==> config.mk <==
export PLATFORM = sky130hd
export DESIGN_NAME = uart_tx_fifo
export DESIGN_NICKNAME = d
export VERILOG_FILES = /design/src/rtl/uart_tx_fifo.sv
export SDC_FILE = /design/constraint.sdc
export NUM_CORES = 1
export LEC_CHECK = 0
export CAP_MARGIN = 40
export CORE_UTILIZATION = 54
export DETAILED_ROUTE_END_ITERATION = 10
export GPL_TIMING_DRIVEN = 0
export PLACE_DENSITY = 0.72
export REMOVE_ABC_BUFFERS = 1
export SLEW_MARGIN = 20
export SYNTH_ARGS = -nofsm -noshare
export SYNTH_HDL_FRONTEND = slang
export SYNTH_SLANG_ARGS = --single-unit
==> constraint.sdc <==
create_clock -name clk -period 2.4 [get_ports clk]
set_input_delay 0.48 -clock clk [delete_from_list [all_inputs] [get_ports clk]]
set_output_delay 0.48 -clock clk [all_outputs]
set_load 0.1 [all_outputs]
==> src/rtl/uart_tx_fifo.sv <==
// Byte FIFO feeding the UART serializer.
// Bus side pushes at clock rate; drain side launches one byte per tx_ready.
module uart_tx_fifo #(
  parameter  int DEPTH      = 16,
  localparam int ADDR_WIDTH = $clog2(DEPTH)
) (
  input  logic                  clk,
  input  logic                  rst,
  input  logic                  wr_en,
  input  logic [7:0]            wr_data,
  output logic                  full,
  output logic                  empty,
  output logic [ADDR_WIDTH:0]   count,
  output logic                  overflow,
  input  logic                  clr_overflow,
  output logic                  tx_start,
  output logic [7:0]            tx_byte,
  input  logic                  tx_ready
);

  typedef enum logic [1:0] {
    IDLE   = 2'd0,
    LAUNCH = 2'd1,
    BUSY   = 2'd2
  } state_t;

  localparam logic [ADDR_WIDTH:0]   CNT_ONE  = 1;
  localparam logic [ADDR_WIDTH:0]   CNT_FULL = DEPTH;
  localparam logic [ADDR_WIDTH-1:0] PTR_ONE  = 1;

  logic [7:0]            mem [DEPTH];
  logic [ADDR_WIDTH-1:0] wr_ptr;
  logic [ADDR_WIDTH-1:0] rd_ptr;
  logic [ADDR_WIDTH:0]   count_nxt;
  state_t                state;
  state_t                state_nxt;
  logic                  push;
  logic                  drop;
  logic                  pop;
  logic                  tx_start_nxt;

  // full is the registered flag, so a push racing a pop while full is dropped
  assign push = wr_en && !full;
  assign drop = wr_en && full;

  // drain sequencer: launch only from IDLE, never combinationally off tx_ready
  always_comb begin
    state_nxt    = state;
    pop          = 1'b0;
    tx_start_nxt = 1'b0;
    unique case (state)
      IDLE: begin
        if (!empty && tx_ready) begin
          state_nxt    = LAUNCH;
          pop          = 1'b1;
          tx_start_nxt = 1'b1;
        end
      end
      LAUNCH: begin
        state_nxt = BUSY;
      end
      BUSY: begin
        if (tx_ready) begin
          state_nxt = IDLE;
        end
      end
      default: begin
        state_nxt = IDLE;
      end
    endcase
  end

  // occupancy after this edge's push/pop
  always_comb begin
    count_nxt = count;
    unique case ({push, pop})
      2'b10:   count_nxt = count + CNT_ONE;
      2'b01:   count_nxt = count - CNT_ONE;
      default: count_nxt = count;
    endcase
  end

  // storage array; contents need no reset
  always_ff @(posedge clk) begin
    if (push) begin
      mem[wr_ptr] <= wr_data;
    end
  end

  // pointers and registered occupancy flags
  always_ff @(posedge clk or posedge rst) begin
    if (rst) begin
      wr_ptr <= '0;
      rd_ptr <= '0;
      count  <= '0;
      full   <= 1'b0;
      empty  <= 1'b1;
    end else begin
      if (push) begin
        wr_ptr <= wr_ptr + PTR_ONE;
      end
      if (pop) begin
        rd_ptr <= rd_ptr + PTR_ONE;
      end
      count <= count_nxt;
      full  <= (count_nxt == CNT_FULL);
      empty <= (count_nxt == '0);
    end
  end

  // sticky drop flag; a new drop wins over a clear
  always_ff @(posedge clk or posedge rst) begin
    if (rst) begin
      overflow <= 1'b0;
    end else if (drop) begin
      overflow <= 1'b1;
    end else if (clr_overflow) begin
      overflow <= 1'b0;
    end
  end

  // drain state and registered launch outputs
  always_ff @(posedge clk or posedge rst) begin
    if (rst) begin
      state    <= IDLE;
      tx_start <= 1'b0;
      tx_byte  <= 8'h00;
    end else begin
      state    <= state_nxt;
      tx_start <= tx_start_nxt;
      if (pop) begin
        tx_byte <= mem[rd_ptr];
      end
    end
  end

endmodule

==> After elaboration in Yosys (flattened, before gate mapping) <==
Memory sizes are Yosys's and may differ from the RTL's. A register that Yosys moved wholly into a read port is not among the register bits.
Index checks and enable logic that the tools add are counted.
{ "op_classes": {"addsub": 4, "n_eq_ne": 7, "muxes": 10, "n_reduce_logical": 9} }
{ "ops": {"columns": ["op", "count"], "rows": [
  ["$pmux W5 S2", 1],
  ["$add A4 B1 Y4 const B", 2],
  ["$mux W1", 6],
  ["$pmux W2 S3", 1],
  ["$add A5 B1 Y5 const B", 1],
  ["$eq A5 B5 Y1 const B", 1],
  ["$logic_not A5 Y1", 1],
  ["$sub A5 B1 Y5 const B", 1],
  ["$eq A2 B1 Y1 const B", 2],
  ["$eq A2 B2 Y1 const B", 2],
  ["$mux W2", 2],
  ["$ne A2 B2 Y1 const B", 2],
  ["$logic_and A1 B1 Y1", 3],
  ["$logic_not A1 Y1", 2],
  ["$logic_not A2 Y1", 1],
  ["$reduce_and A2 Y1", 1],
  ["$reduce_bool A2 Y1", 1]
]} }
{ "totals": {"ff_bits": 19, "ramBits": 128, "input_bits": 13, "word_cells": 39, "mem_count": 1} }
{ "memory_table": {"columns": ["memory", "depth", "word_bits", "rd", "rd_clocked_by_memory_dff", "wr", "line_no", "text"], "rows": [
  ["mem", 16, 8, 1, 1, 1, "31", "logic [7:0] mem [DEPTH];"]
]} }

==> Logic depth before layout (Yosys ltp) <==
{ "depth": {"depth_word": 7, "ltp_mapped": 13, "mapped_depth_nobuf": 12} }

==> Least setup slack after synthesis <==
No wires, ideal clock.
{ "synth_timing": {"path_kind": "register to register", "from": "register empty", "to": "register full", "setup_time_ps": 72, "arrival_ps": 2686, "required_time_ps": 2328, "slack_ps": -358, "path_stages_with_launch": 11, "path_cell_list": "dfstp_2 > or4b_4 > buf_6 > clkbuf_1 > inv_1 > ha_1 > clkbuf_1 > nor3b_1 > a211oi_1 > a211o_1 > nor2_1"} }
{ "synth_between": {"elab_chain_cells": 7} }
{ "synth_rtl": {"columns": ["element", "line_no", "text"], "rows": [
  ["from (decl)", "12", "output logic empty,"],
  ["from (signal assigned)", "107", "empty <= (count_nxt == '0);"],
  ["$logic_not A1 Y1 (*)", "53", "if (!empty && tx_ready) begin"],
  ["$logic_and A1 B1 Y1 (*)", "53", null],
  ["$mux W1 (*)", "53", null],
  ["$mux W1 (*)", "51", "unique case (state)"],
  ["$eq A2 B1 Y1 or $eq A2 B2 Y1 (tied branches)", "76", "unique case ({push, pop})"],
  ["$pmux W5 S2 (*)", "76", null],
  ["$eq A5 B5 Y1 (*)", "106", "full <= (count_nxt == CNT_FULL);"],
  ["to (signal assigned)", "106", null],
  ["to (decl)", "11", "output logic full,"]
]} }
Mark *: on every way between the ends. The rest lies on a longest branch, timed or not.
A chain may end at the register's enable or synchronous reset.

==> Worst setup path in the final report <==
{ "layout_timing": {"from": "register state[1]", "to": "register empty"} }
{ "layout_between": {"elab_chain_cells": 5} }
{ "layout_rtl": {"columns": ["element", "line_no", "text"], "rows": [
  ["from (decl)", "35", "state_t state;"],
  ["from (signal assigned)", "129", "state <= state_nxt;"],
  ["$logic_not A2 Y1 (*)", "51", null],
  ["$mux W1 (*)", "51", null],
  ["named net pop", "39", "logic pop;"],
  ["$eq A2 B1 Y1 or $eq A2 B2 Y1 (tied branches)", "76", null],
  ["$pmux W5 S2 (*)", "76", null],
  ["named net count_nxt[4]", "34", "logic [ADDR_WIDTH:0] count_nxt;"],
  ["$logic_not A5 Y1 (*)", "107", null]
]} }
The timed path passes the listed nets; every way through them passes the cells marked *.

==> impl_metrics.xml <==
<?xml version="1.0" encoding="UTF-8"?>
<metrics>
  <group name="setup_path">
    <metric name="crit_slowest_cell" unit="">or4b_4</metric>
    <metric name="worst-endpoint-required" unit="ns">2.76</metric>
    <metric name="cp-end-kind" unit="">flip-flop</metric>
    <metric name="regToRegStartpoint" unit="">state[1]</metric>
    <metric name="timing.rr.end" unit="">empty</metric>
    <metric name="critical_path.cell_chain" unit="">or4b_4, clkinv_4, nand2_4, xnor2_2, ha_2, buf_6, nor3b_2, nand3_1, a21oi_2, or3_1, nand4_2, inv_2, nor2_2</metric>
    <metric name="worstPathArrival" unit="ns">2.87</metric>
    <metric name="cp_max_fo" unit="">3</metric>
    <metric name="cp_max_stage_delay" unit="ns">0.58</metric>
    <metric name="critical_path.startpoint_type" unit="">flip-flop</metric>
    <metric name="crit_type" unit="">flip-flop to flip-flop</metric>
    <metric name="rr_worst_depth" unit="">13</metric>
    <metric name="endpoint" unit="">empty</metric>
    <metric name="r2r_setup_slack" unit="ns">-0.12</metric>
    <metric name="crit_path_start" unit="">state[1]</metric>
  </group>
  <group name="pwr">
    <metric name="cellInternalPower" unit="W">0.00673</metric>
    <metric name="cellLeakagePower" unit="nW">2.76</metric>
    <metric name="ir_worst_vdd" unit="mV">1.55</metric>
    <metric name="sequentialPowerShare" unit="%">36.9</metric>
    <metric name="swShare" unit="%">35.5</metric>
    <metric name="switching_power" unit="W">0.00371</metric>
    <metric name="clock_power_share" unit="%">25.3</metric>
    <metric name="power_frac_comb" unit="%">37.7</metric>
    <metric name="power_density" unit="nW/um^2">1330</metric>
  </group>
  <group name="global_route">
    <metric name="grt_util_all_layers" unit="%">22.8</metric>
    <metric name="grt_first_pass_wirelength" unit="mm">18.6</metric>
    <metric name="grt_antenna_before_repair" unit="">0</metric>
    <metric name="maximum_number_of_pins_on_one_net_before_global_route_repair" unit="">36</metric>
    <metric name="grt_pass1_vias" unit="">3244</metric>
    <metric name="grt.overflow.total" unit="">0</metric>
  </group>
  <group name="outcome">
    <metric name="failed_checks" unit="">setup timing</metric>
    <metric name="outcome" unit="">finished with violations</metric>
  </group>
  <group name="route">
    <metric name="drc" unit="">0</metric>
    <metric name="detail_route.first_pass.iterations" unit="">4</metric>
    <metric name="drtAntennaViolNets" unit="">0</metric>
    <metric name="detail_route.wirelength" unit="mm">12.3</metric>
    <metric name="detail_route.vias_per_cell" unit="">5.92</metric>
    <metric name="dr_total_vias" unit="">3327</metric>
    <metric name="wl_per_cell" unit="um">21.9</metric>
    <metric name="number_of_violations_reported_at_the_end_of_detailed_routing_iteration_0" unit="">298</metric>
  </group>
  <group name="yosys">
    <metric name="most_area_hungry_cell_type_in_the_yosys_netlist" unit="">edfxtp_1</metric>
    <metric name="synth_top_flop_cell" unit="">edfxtp_1</metric>
    <metric name="synth_edf_count" unit="">128</metric>
    <metric name="flops_latches_synth" unit="">155</metric>
    <metric name="synth.avg_cell_area" unit="um^2">18.6</metric>
    <metric name="synth_warnings" unit="">0</metric>
    <metric name="post_synth_inst_count" unit="">335</metric>
    <metric name="synth.lib_cells_used.distinct" unit="">42</metric>
    <metric name="asyncSetResetFlopFracSynth" unit="%">17.4</metric>
    <metric name="synth_area_leaders" unit="">edfxtp_1, mux4_2, dfrtp_1</metric>
    <metric name="syn_area" unit="um^2">6250</metric>
    <metric name="post-synth-top-count-cell" unit="">edfxtp_1</metric>
    <metric name="synth-seq-area-share" unit="%">72.4</metric>
    <metric name="ys_top_cells_by_count" unit="">edfxtp_1, mux4_2, dfrtp_1</metric>
    <metric name="synth_top_area_share" unit="%">61.5</metric>
  </group>
  <group name="worst_hold_path">
    <metric name="worstHoldPathType" unit="">input pin to async pin</metric>
  </group>
  <group name="floorplan">
    <metric name="floorplan.rows" unit="">38</metric>
    <metric name="die_h" unit="um">110</metric>
    <metric name="core_area" unit="um^2">11100</metric>
    <metric name="floorplan.die_area" unit="um^2">12000</metric>
    <metric name="die_x_extent" unit="um">110</metric>
    <metric name="initial_core_utilization" unit="%">56.4</metric>
    <metric name="num_io_pins" unit="">30</metric>
  </group>
  <group name="place">
    <metric name="place_congestion" unit="">0.712</metric>
    <metric name="place_worst_setup_slack" unit="ns">-1.16</metric>
    <metric name="dp_wirelength" unit="mm">7.48</metric>
    <metric name="port_buffers" unit="">29</metric>
  </group>
  <group name="sta">
    <metric name="layout_worst_path_cycle_share" unit="%">105</metric>
    <metric name="slew_viol_final" unit="">0</metric>
    <metric name="timing.final.ws_setup" unit="ns">-0.117</metric>
    <metric name="rsz0062_at_grt" unit="">yes</metric>
    <metric name="worst_hold_slack" unit="ns">0.424</metric>
    <metric name="max_clock_freq" unit="GHz">0.397</metric>
    <metric name="setup_viol_count_final" unit="">3</metric>
    <metric name="slew-limit-headroom" unit="%">45.2</metric>
    <metric name="finalHoldViolations" unit="">0</metric>
    <metric name="tightest_slew" unit="ns">0.818</metric>
    <metric name="finClkSkew" unit="ns">0.00715</metric>
    <metric name="min_period" unit="ns">2.52</metric>
  </group>
  <group name="cts">
    <metric name="clock_transition_at_the_registers_of_the_reported_paths" unit="ns">0.06</metric>
    <metric name="clock_latency_at_the_later_pin_of_the_worst_skew_pair" unit="ns">0.42</metric>
    <metric name="clock-sinks" unit="">155</metric>
    <metric name="cts_inserted_buffers" unit="">17</metric>
    <metric name="cts_hold_buf" unit="">0</metric>
    <metric name="ctsLongestPathBuffers" unit="">2</metric>
    <metric name="cts_root_buf" unit="">clkbuf_16</metric>
    <metric name="cts-htree-levels" unit="">4</metric>
    <metric name="tritoncts" unit="">yes</metric>
  </group>
  <group name="flow_run">
    <metric name="drv_cap" unit="">0</metric>
  </group>
  <group name="final_layout">
    <metric name="postLayoutCoreUtil" unit="%">70.8</metric>
    <metric name="final_nets" unit="">429</metric>
    <metric name="multi_input_comb_area" unit="um^2">1690</metric>
    <metric name="antennaDiodeCount" unit="">0</metric>
    <metric name="seq_area" unit="um^2">4530</metric>
    <metric name="flow.area_growth_from_synthesis" unit="%">25.6</metric>
    <metric name="drive_above_1_share" unit="%">34.6</metric>
    <metric name="fillerInstances" unit="">661</metric>
  </group>
</metrics>
-- power groups by stage --
stage	Clock (W)	Combinational (W)	Sequential (W)
floorplan	0	0.00151	0.00471
global placement	0	0.00300	0.00403
detailed placement	0	0.00360	0.00398
CTS	0.00269	0.00376	0.00394
global route	0.00280	0.00417	0.00393
finish	0.00265	0.00394	0.00386
-- cells in the final DEF (no fill, tap or decap), types with 3 or more instances in the layout --
master / count
mux2_2: 9
nor2_1: 13
mux2i_1: 9
nand2b_1: 5
o21ai_0: 3
clkinvlp_4: 5
xnor2_1: 7
clkdlybuf4s50_1: 28
nand4_1: 3
inv_6: 4
nand2_1: 13
clkbuf_16: 17
a221o_1: 8
mux4_2: 32
inv_1: 7
ha_1: 5
clkinv_4: 3
edfxtp_1: 128
nor3_1: 8
nor3_2: 5
buf_8: 18
buf_4: 24
dfrtp_1: 24
-- critical path: cells and delay by family, from the launching register on --
| kind | cells | cell delay [ns] |
|---|---|---|
| compound gates | 1 | 0.06 |
| xor+xnor | 1 | 0.14 |
| fa+ha+maj | 1 | 0.20 |
| buf+inv | 3 | 0.25 |
| flops | 1 | 0.38 |
| simple gates | 7 | 1.41 |
-- what timing repair did --
item / CTS / global route
endpoints found under the setup margin: 114 / 5
buffers inserted: 8 / 4
cloned: 1 / 0
gates resized for setup: 12 / 3
pin swaps: 7 / 6
-- worst min path at each step --
stage,startpoint,endpoint,slack (ns),depth (start not counted)
4_1_cts,rst,count[0],0.42,2
2_1_floorplan,state[1],state[1],0.45,1
3_3_place_gp,state[0],state[1],0.46,1
6_report,rst,count[0],0.42,2
3_5_place_dp,state[0],state[1],0.48,1
5_1_grt,rst,count[0],0.47,2
-- kinds of logic after synthesis --
family / count (synthesis) / synth area share, %
XOR/XNOR: 11 / 1.66
AO/OA/AOI/OAI: 20 / 2.74
multiplexers: 50 / 14.6
adder cells (fa/ha/maj): 7 / 1.40
buffers and inverters: 30 / 2.02
flip-flops: 155 / 72.4
AND/OR/NAND/NOR: 62 / 5.21
-- final cells by class --
type | count | share of cell area, %
inverters | 9 | 0.494
clock buffers | 17 | 5.42
repair buffers | 75 | 10.5
flip-flops and latches | 155 | 57.7
well taps | 140 | 2.23
clock inverters | 15 | 2.12
multi-input cells | 151 | 21.5
-- metrics by stage --
step	TNS, ns	total power [W]	cells	area, um^2
after global routing	-0.610	0.0109	562	7840
final	-0.317	0.0104	562	7840
after floorplan	-14.18	0.00623	314	6160
after CTS	-0.243	0.0104	552	7740
after detailed placement	-82.14	0.00758	511	7030
after global placement	-110.97	0.00703	483	6620
-- state kept, by name, indices dropped and copies added (netlist names) --
register / flops
count: 5
empty: 1
full: 1
tx_start: 1
tx_byte: 8
wr_ptr: 4
mem: 128
rd_ptr: 4
overflow: 1
state: 2
-- routing by layer --
layer | track usage, % | wire [um]
met5 | 0 | 0
met4 | 8.57 | 169
met3 | 6.52 | 742
met2 | 34.0 | 6080
met1 | 32.3 | 5310
Note: power is estimated with default switching activity, not from simulation.
